### src/rtl/stopwatch_ctrl_pkg.sv
// Shared types and helpers for the stopwatch control slice.
// Holds the mode-FSM state encoding, the adjust-target encoding and a
// counter width helper used by the dividers and the debouncer.
package stopwatch_ctrl_pkg;

   typedef enum logic [1:0] {
      RUN    = 2'd0,
      PAUSED = 2'd1,
      ADJUST = 2'd2
   } state_t;

   localparam logic SEL_MIN = 1'b0;
   localparam logic SEL_SEC = 1'b1;

   // Bits needed to hold the values 0..n-1 (never less than one bit).
   function automatic int cnt_width(input int n);
      return (n <= 2) ? 1 : $clog2(n);
   endfunction

endpackage

### src/rtl/stopwatch_ctrl_debounce.sv
// Pause-button conditioner: 2-FF synchronizer, stability counter and a
// one-cycle press pulse on the accepted edge of the debounced level.
// Build option PAUSE_ON_RELEASE_EN moves the pulse to the 1->0 (release)
// edge; by default it fires on the 0->1 (press) edge.
module btn_debounce
   import stopwatch_ctrl_pkg::*;
#(
   parameter int DEBOUNCE_CYCLES = 1000000
) (
   input  logic clk,
   input  logic rst,
   input  logic btn,
   output logic press
);

   localparam int CW = cnt_width(DEBOUNCE_CYCLES);
   localparam logic [CW-1:0] CNT_LAST = CW'(DEBOUNCE_CYCLES - 1);

   logic sync1;
   logic sync2;
   logic stable;
   logic stable_d;
   logic edge_det;
   logic [CW-1:0] cnt;

   // Bring the raw asynchronous button into the clock domain.
   always_ff @(posedge clk or posedge rst) begin
      if (rst) begin
         sync1 <= 1'b0;
         sync2 <= 1'b0;
      end else begin
         sync1 <= btn;
         sync2 <= sync1;
      end
   end

   // Accept a new level only after it has differed from the stable level for DEBOUNCE_CYCLES samples in a row.
   always_ff @(posedge clk or posedge rst) begin
      if (rst) begin
         cnt    <= '0;
         stable <= 1'b0;
      end else if (sync2 != stable) begin
         if (cnt == CNT_LAST) begin
            cnt    <= '0;
            stable <= sync2;
         end else begin
            cnt <= cnt + CW'(1);
         end
      end else begin
         cnt <= '0;
      end
   end

`ifdef PAUSE_ON_RELEASE_EN
   assign edge_det = stable_d & ~stable;
`else
   assign edge_det = stable & ~stable_d;
`endif

   // Register the selected edge of the debounced level as a single-cycle press pulse.
   always_ff @(posedge clk or posedge rst) begin
      if (rst) begin
         stable_d <= 1'b0;
         press    <= 1'b0;
      end else begin
         stable_d <= stable;
         press    <= edge_det;
      end
   end

endmodule

### src/rtl/stopwatch_ctrl.sv
// Stopwatch control and timing sequencer.
// Generates the 2 Hz / 1 Hz / display-refresh timebases, runs the
// RUN / PAUSED / ADJUST mode FSM and produces the increment, blink and
// digit-scan controls for the counter datapath and 7-segment mux.
// Build option PAUSE_ON_RELEASE_EN (handled in btn_debounce) makes the
// pause button act on release instead of press.
module stopwatch_ctrl
   import stopwatch_ctrl_pkg::*;
#(
   parameter int CLK_HZ          = 100000000,
   parameter int DEBOUNCE_CYCLES = 1000000,
   parameter int REFRESH_DIV     = 100000
) (
   input  logic       clk,
   input  logic       rst,
   input  logic       btnP,
   input  logic       sw_adj,
   input  logic       sw_sel,
   output logic       inc_pulse,
   output logic       adj_mode,
   output logic       adj_sel,
   output logic       paused,
   output logic       blink,
   output logic       tick_refresh,
   output logic [1:0] digit_sel
);

   localparam int HALF = CLK_HZ / 2;
   localparam int HW   = cnt_width(HALF);
   localparam int RW   = cnt_width(REFRESH_DIV);
   localparam logic [HW-1:0] HALF_LAST = HW'(HALF - 1);
   localparam logic [RW-1:0] REF_LAST  = RW'(REFRESH_DIV - 1);

   logic          press;
   logic [HW-1:0] cnt_2hz;
   logic          tick_2hz;
   logic          tick_1hz;
   logic          phase_1hz;
   logic [RW-1:0] cnt_ref;
   state_t        state;
   state_t        state_next;
   logic          pf;
   logic          pf_next;

   btn_debounce #(
      .DEBOUNCE_CYCLES(DEBOUNCE_CYCLES)
   ) u_debounce (
      .clk  (clk),
      .rst  (rst),
      .btn  (btnP),
      .press(press)
   );

   // Half-second timebase; every second wrap also yields the 1 Hz tick.
   always_ff @(posedge clk or posedge rst) begin
      if (rst) begin
         cnt_2hz   <= '0;
         tick_2hz  <= 1'b0;
         tick_1hz  <= 1'b0;
         phase_1hz <= 1'b0;
      end else begin
         tick_2hz <= 1'b0;
         tick_1hz <= 1'b0;
         if (cnt_2hz == HALF_LAST) begin
            cnt_2hz   <= '0;
            tick_2hz  <= 1'b1;
            tick_1hz  <= phase_1hz;
            phase_1hz <= ~phase_1hz;
         end else begin
            cnt_2hz <= cnt_2hz + HW'(1);
         end
      end
   end

   // Display scan timebase and the anode index it steps.
   always_ff @(posedge clk or posedge rst) begin
      if (rst) begin
         cnt_ref      <= '0;
         tick_refresh <= 1'b0;
         digit_sel    <= 2'd0;
      end else begin
         tick_refresh <= 1'b0;
         if (cnt_ref == REF_LAST) begin
            cnt_ref      <= '0;
            tick_refresh <= 1'b1;
         end else begin
            cnt_ref <= cnt_ref + RW'(1);
         end
         if (tick_refresh) begin
            digit_sel <= digit_sel + 2'd1;
         end
      end
   end

   // Mode decision: the adjust switch wins over a press, and leaving ADJUST lands in the mode the hold flag says.
   always_comb begin
      pf_next    = pf ^ press;
      state_next = state;
      case (state)
         RUN: begin
            if (sw_adj) begin
               state_next = ADJUST;
            end else if (press) begin
               state_next = PAUSED;
            end
         end
         PAUSED: begin
            if (sw_adj) begin
               state_next = ADJUST;
            end else if (press) begin
               state_next = RUN;
            end
         end
         ADJUST: begin
            if (!sw_adj) begin
               state_next = pf_next ? PAUSED : RUN;
            end
         end
         default: begin
            state_next = RUN;
         end
      endcase
   end

   // Mode register and the hold flag that every press toggles.
   always_ff @(posedge clk or posedge rst) begin
      if (rst) begin
         state <= RUN;
         pf    <= 1'b0;
      end else begin
         state <= state_next;
         pf    <= pf_next;
      end
   end

   // Registered datapath controls: increment strobe, adjust indicators and the blink mask.
   always_ff @(posedge clk or posedge rst) begin
      if (rst) begin
         inc_pulse <= 1'b0;
         adj_mode  <= 1'b0;
         adj_sel   <= SEL_MIN;
         blink     <= 1'b1;
      end else begin
         inc_pulse <= ((state == RUN) && tick_1hz) || ((state == ADJUST) && tick_2hz);
         adj_mode  <= (state_next == ADJUST);
         adj_sel   <= sw_sel ? SEL_SEC : SEL_MIN;
         if (state_next != ADJUST) begin
            blink <= 1'b1;
         end else if ((state == ADJUST) && tick_2hz) begin
            blink <= ~blink;
         end
      end
   end

   assign paused = pf;

endmodule
### config.mk
export PLATFORM = sky130hd
export DESIGN_NAME = stopwatch_ctrl
export DESIGN_NICKNAME = d
export VERILOG_FILES = /design/src/rtl/stopwatch_ctrl_pkg.sv /design/src/rtl/stopwatch_ctrl_debounce.sv /design/src/rtl/stopwatch_ctrl.sv
export SDC_FILE = /design/constraint.sdc
export NUM_CORES = 1
export LEC_CHECK = 0
export CAP_MARGIN = 20
export CORE_MARGIN = 2
export CORE_UTILIZATION = 55
export CTS_CLUSTER_DIAMETER = 50
export CTS_CLUSTER_SIZE = 30
export DETAILED_ROUTE_END_ITERATION = 10
export PLACE_DENSITY = 0.73
export SKIP_CTS_REPAIR_TIMING = 1
export SYNTH_ARGS = -nofsm -noshare
export SYNTH_HDL_FRONTEND = slang
export SYNTH_SLANG_ARGS = --single-unit
### constraint.sdc
create_clock -name clk -period 3.9 [get_ports clk]
set_input_delay 0.78 -clock clk [delete_from_list [all_inputs] [get_ports clk]]
set_output_delay 0.78 -clock clk [all_outputs]
set_load 0.1 [all_outputs]
==> impl_metrics.tcl <==
set metrics [dict create \
    die-area_um2 7330 \
    grt_pass1_vias 2499 \
    die_w_um 85.6 \
    ys_seq_area_share_pct 55.3 \
    synth_ff_type "dfrtp_1" \
    cts_root_buffer "clkbuf_8" \
    cts_buffers 9 \
    path_buf_inv 1 \
    post-place-cells 429 \
    criticalPathCategory "reg2out" \
    yosysWarnings 0 \
    start_util_pct 57.4 \
    firstDrtPassIters 5 \
    ir_worst_vdd_mv 0.292 \
    place_area_um2 3870 \
    syn_area_um2 3670 \
    routed_wirelength_mm 6.27 \
    gp_congestion 0.802 \
    cp_data_arrival_time_ns 2.02 \
    antenna_found_initial 0 \
    nFillCells 528 \
    crit_fanout 3 \
    antennaDiodeCount 0 \
    hold_class "reg2reg" \
    synth-edff-count 0 \
    grt_usage_pct 19.9 \
    crit_slowest_cell "clkdlybuf4s50_1" \
    p_clk_share_pct 45.3 \
    leakage_nw 1.74 \
    port_buffers 12 \
    synthTopCellsByArea "dfrtp_1 55%, xnor2_1 6.0%, xor2_1 4.5%, nor2_1 3.8%, nand3_1 2.7%" \
    syn-num-nets 354 \
    rows 29 \
    r2r_slack_ns 1.55 \
    min_period_over_period_pct 71.8 \
    final_hold_viol_count 0 \
    synth_top_area_share_pct 54.6 \
    max_freq_ghz 0.357 \
    slew_headroom_pct 28.1 \
    drc 0 \
    ys_ff_latch 81 \
    setup_violations 0 \
    cts_htree_levels 3 \
    slew_violations 0 \
    clock_skew_ns 0.00959 \
    core_area_um2 6390 \
    critical-path-max-stage-delay_ns 1.12 \
    cts.path.max_buffers 2 \
    required_ns 3.12 \
    finalSetupTns_ns 0 \
    path_cells "clkdlybuf4s50_1" \
    final_cells 445 \
    syn_to_final_growth_pct 12.2 \
    overflow 0 \
    cpLargestDelayFamily "buffers and inverters" \
    p_sw_mw 0.328 \
    pwr-share-comb_pct 2.6 \
    grt_start_max_net_pins 37 \
    die_h_um 85.6 \
    rsz0062_at_grt "no" \
    synth-async-reset-ratio_pct 100 \
    status "finished, final reports clean" \
    finish.utilization_pct 64.4 \
    power_density_nw_per_um2 396 \
    period_minus_slack_ns 2.80 \
    finalPower_mw 1.63 \
    cts_sinks 81 \
    vias 2517 \
    ioPinCount 13 \
    wl_per_cell_um 14.1 \
    tightest_slew_ns 1.07 \
    synth_area_per_cell_um2 10.6 \
    p_int_mw 1.30 \
    synth_area_leader_cell "dfrtp_1" \
    drtAntennaViolNets 0 \
    drv_cap 0 \
    cts_tree "yes" \
    seq_power_share_pct 52.1 \
    clock_latency_ns 0.35 \
    place_hpwl_mm 4.13 \
    clkTransAtPathRegs_ns 0.08 \
    drtIter0Drc 94 \
    critPathLaunchType "flip-flop" \
    layout.nets 371 \
    final_cell_area_um2 4110 \
    critPathCaptureType "output pin" \
    synth.distinct_cells 40 \
    grt_pass1_wl_mm 11.4 \
    syn_inst 346 \
    viasPerCell 5.66 \
    netSwitchingFraction_pct 20.1 \
    layout-drive-gt1-share_pct 7.88 \
]
-- state kept, by name, indices dropped and copies added (netlist names), 2 cells and up --
signal / cells
cnt_2hz: 26
u_debounce.cnt: 20
cnt_ref: 17
digit_sel: 2
state: 2
-- final cells by class --
cell class                 count  area [µm²]  area share (%)
sequential                    81        2030            49.3
clock buffer                  12         145            3.53
multi-input combinational    244        1550            37.7
inverter                      11        42.5            1.03
tap                           77        96.3            2.34
clock inverter                 4        98.8            2.40
timing repair buffer          16         150            3.65
-- final timing paths --
path / end / cells past startpoint / startpoint
worst min-delay path: u_debounce.sync2 / 0 / u_debounce.sync1
worst max register to register: cnt_2hz[19] / 5 / cnt_2hz[0]
worst max-delay path: blink / 1 / blink
min in group asynchronous: cnt_ref[4] / 2 / rst
max in group asynchronous: u_debounce.cnt[7] / 3 / rst
worst min register to register: u_debounce.sync2 / 0 / u_debounce.sync1
-- cells in the final DEF (no fill, tap or decap), types with 2 or more instances in the layout --
master / instances
dfrtp_1: 80
nor2_1: 37
xnor2_1: 25
nand2_1: 22
nand3_1: 20
xor2_1: 19
a21oi_1: 16
clkdlybuf4s50_1: 12
nand4_1: 11
or3_1: 11
or4_1: 10
inv_1: 10
o21ai_0: 10
clkbuf_8: 10
o31ai_1: 8
nor3_1: 7
and3_1: 5
nor4_1: 5
and4_1: 5
buf_4: 4
nand2b_1: 3
mux2i_1: 3
nor2b_1: 3
ha_1: 3
bufinv_16: 3
nor4b_1: 2
and2_1: 2
a21boi_0: 2
nand4b_1: 2
or4_4: 2
a21oi_2: 2
clkbuf_1: 2
-- per-stage QoR --
stage | worst slack, ns | hold WS, ns
after floorplan | 1.04 | 0.331
after global routing | 1.04 | 0.378
after detailed placement | 1.48 | 0.348
final | 1.10 | 0.365
after CTS | 1.07 | 0.373
after global placement | 1.48 | 0.347
-- power by group through the flow --
stage	clock, mW	combinational [mW]	sequential, mW
5_1_grt	0.798	0.0479	0.850
2_1_floorplan	0	0.0212	0.872
3_5_place_dp	0	0.0432	0.865
3_3_place_gp	0	0.0429	0.865
6_report	0.739	0.0417	0.848
4_1_cts	0.762	0.0436	0.849
-- kinds of logic (layout without fill, tap and decap cells) --
kind of cell / after synthesis / count (layout) / synth area share (%)
multiplexers: 4 / 4 / 1.13
AO/OA/AOI/OAI: 40 / 40 / 6.62
AND/OR/NAND/NOR: 153 / 153 / 23.1
adder cells (fa/ha/maj): 3 / 3 / 1.02
flip-flops: 81 / 81 / 55.3
buffers and inverters: 21 / 43 / 2.32
XOR/XNOR: 44 / 44 / 10.5
-- synth_stat cells, types with 4 or more instances --
cell type / number
and3_1: 5
nand2_1: 22
o31ai_1: 8
xnor2_1: 25
nor3_1: 7
nor4_1: 5
or3_1: 11
dfrtp_1: 80
nor2_1: 37
o21ai_0: 10
buf_2: 4
a21oi_1: 16
xor2_1: 19
nand3_1: 20
or4_1: 10
clkbuf_1: 5
inv_1: 11
nand4_1: 11
and4_1: 5
-- metal layers --
layer	GRT usage, %	vias up	part of all wire (%)
li1	-	1253	-
met2	31.8	38	49
met1	26.1	1224	47
met3	6.45	2	3.7
met5	0	-	0
met4	6.06	0	0.51
(Power assumes the default switching activity.)
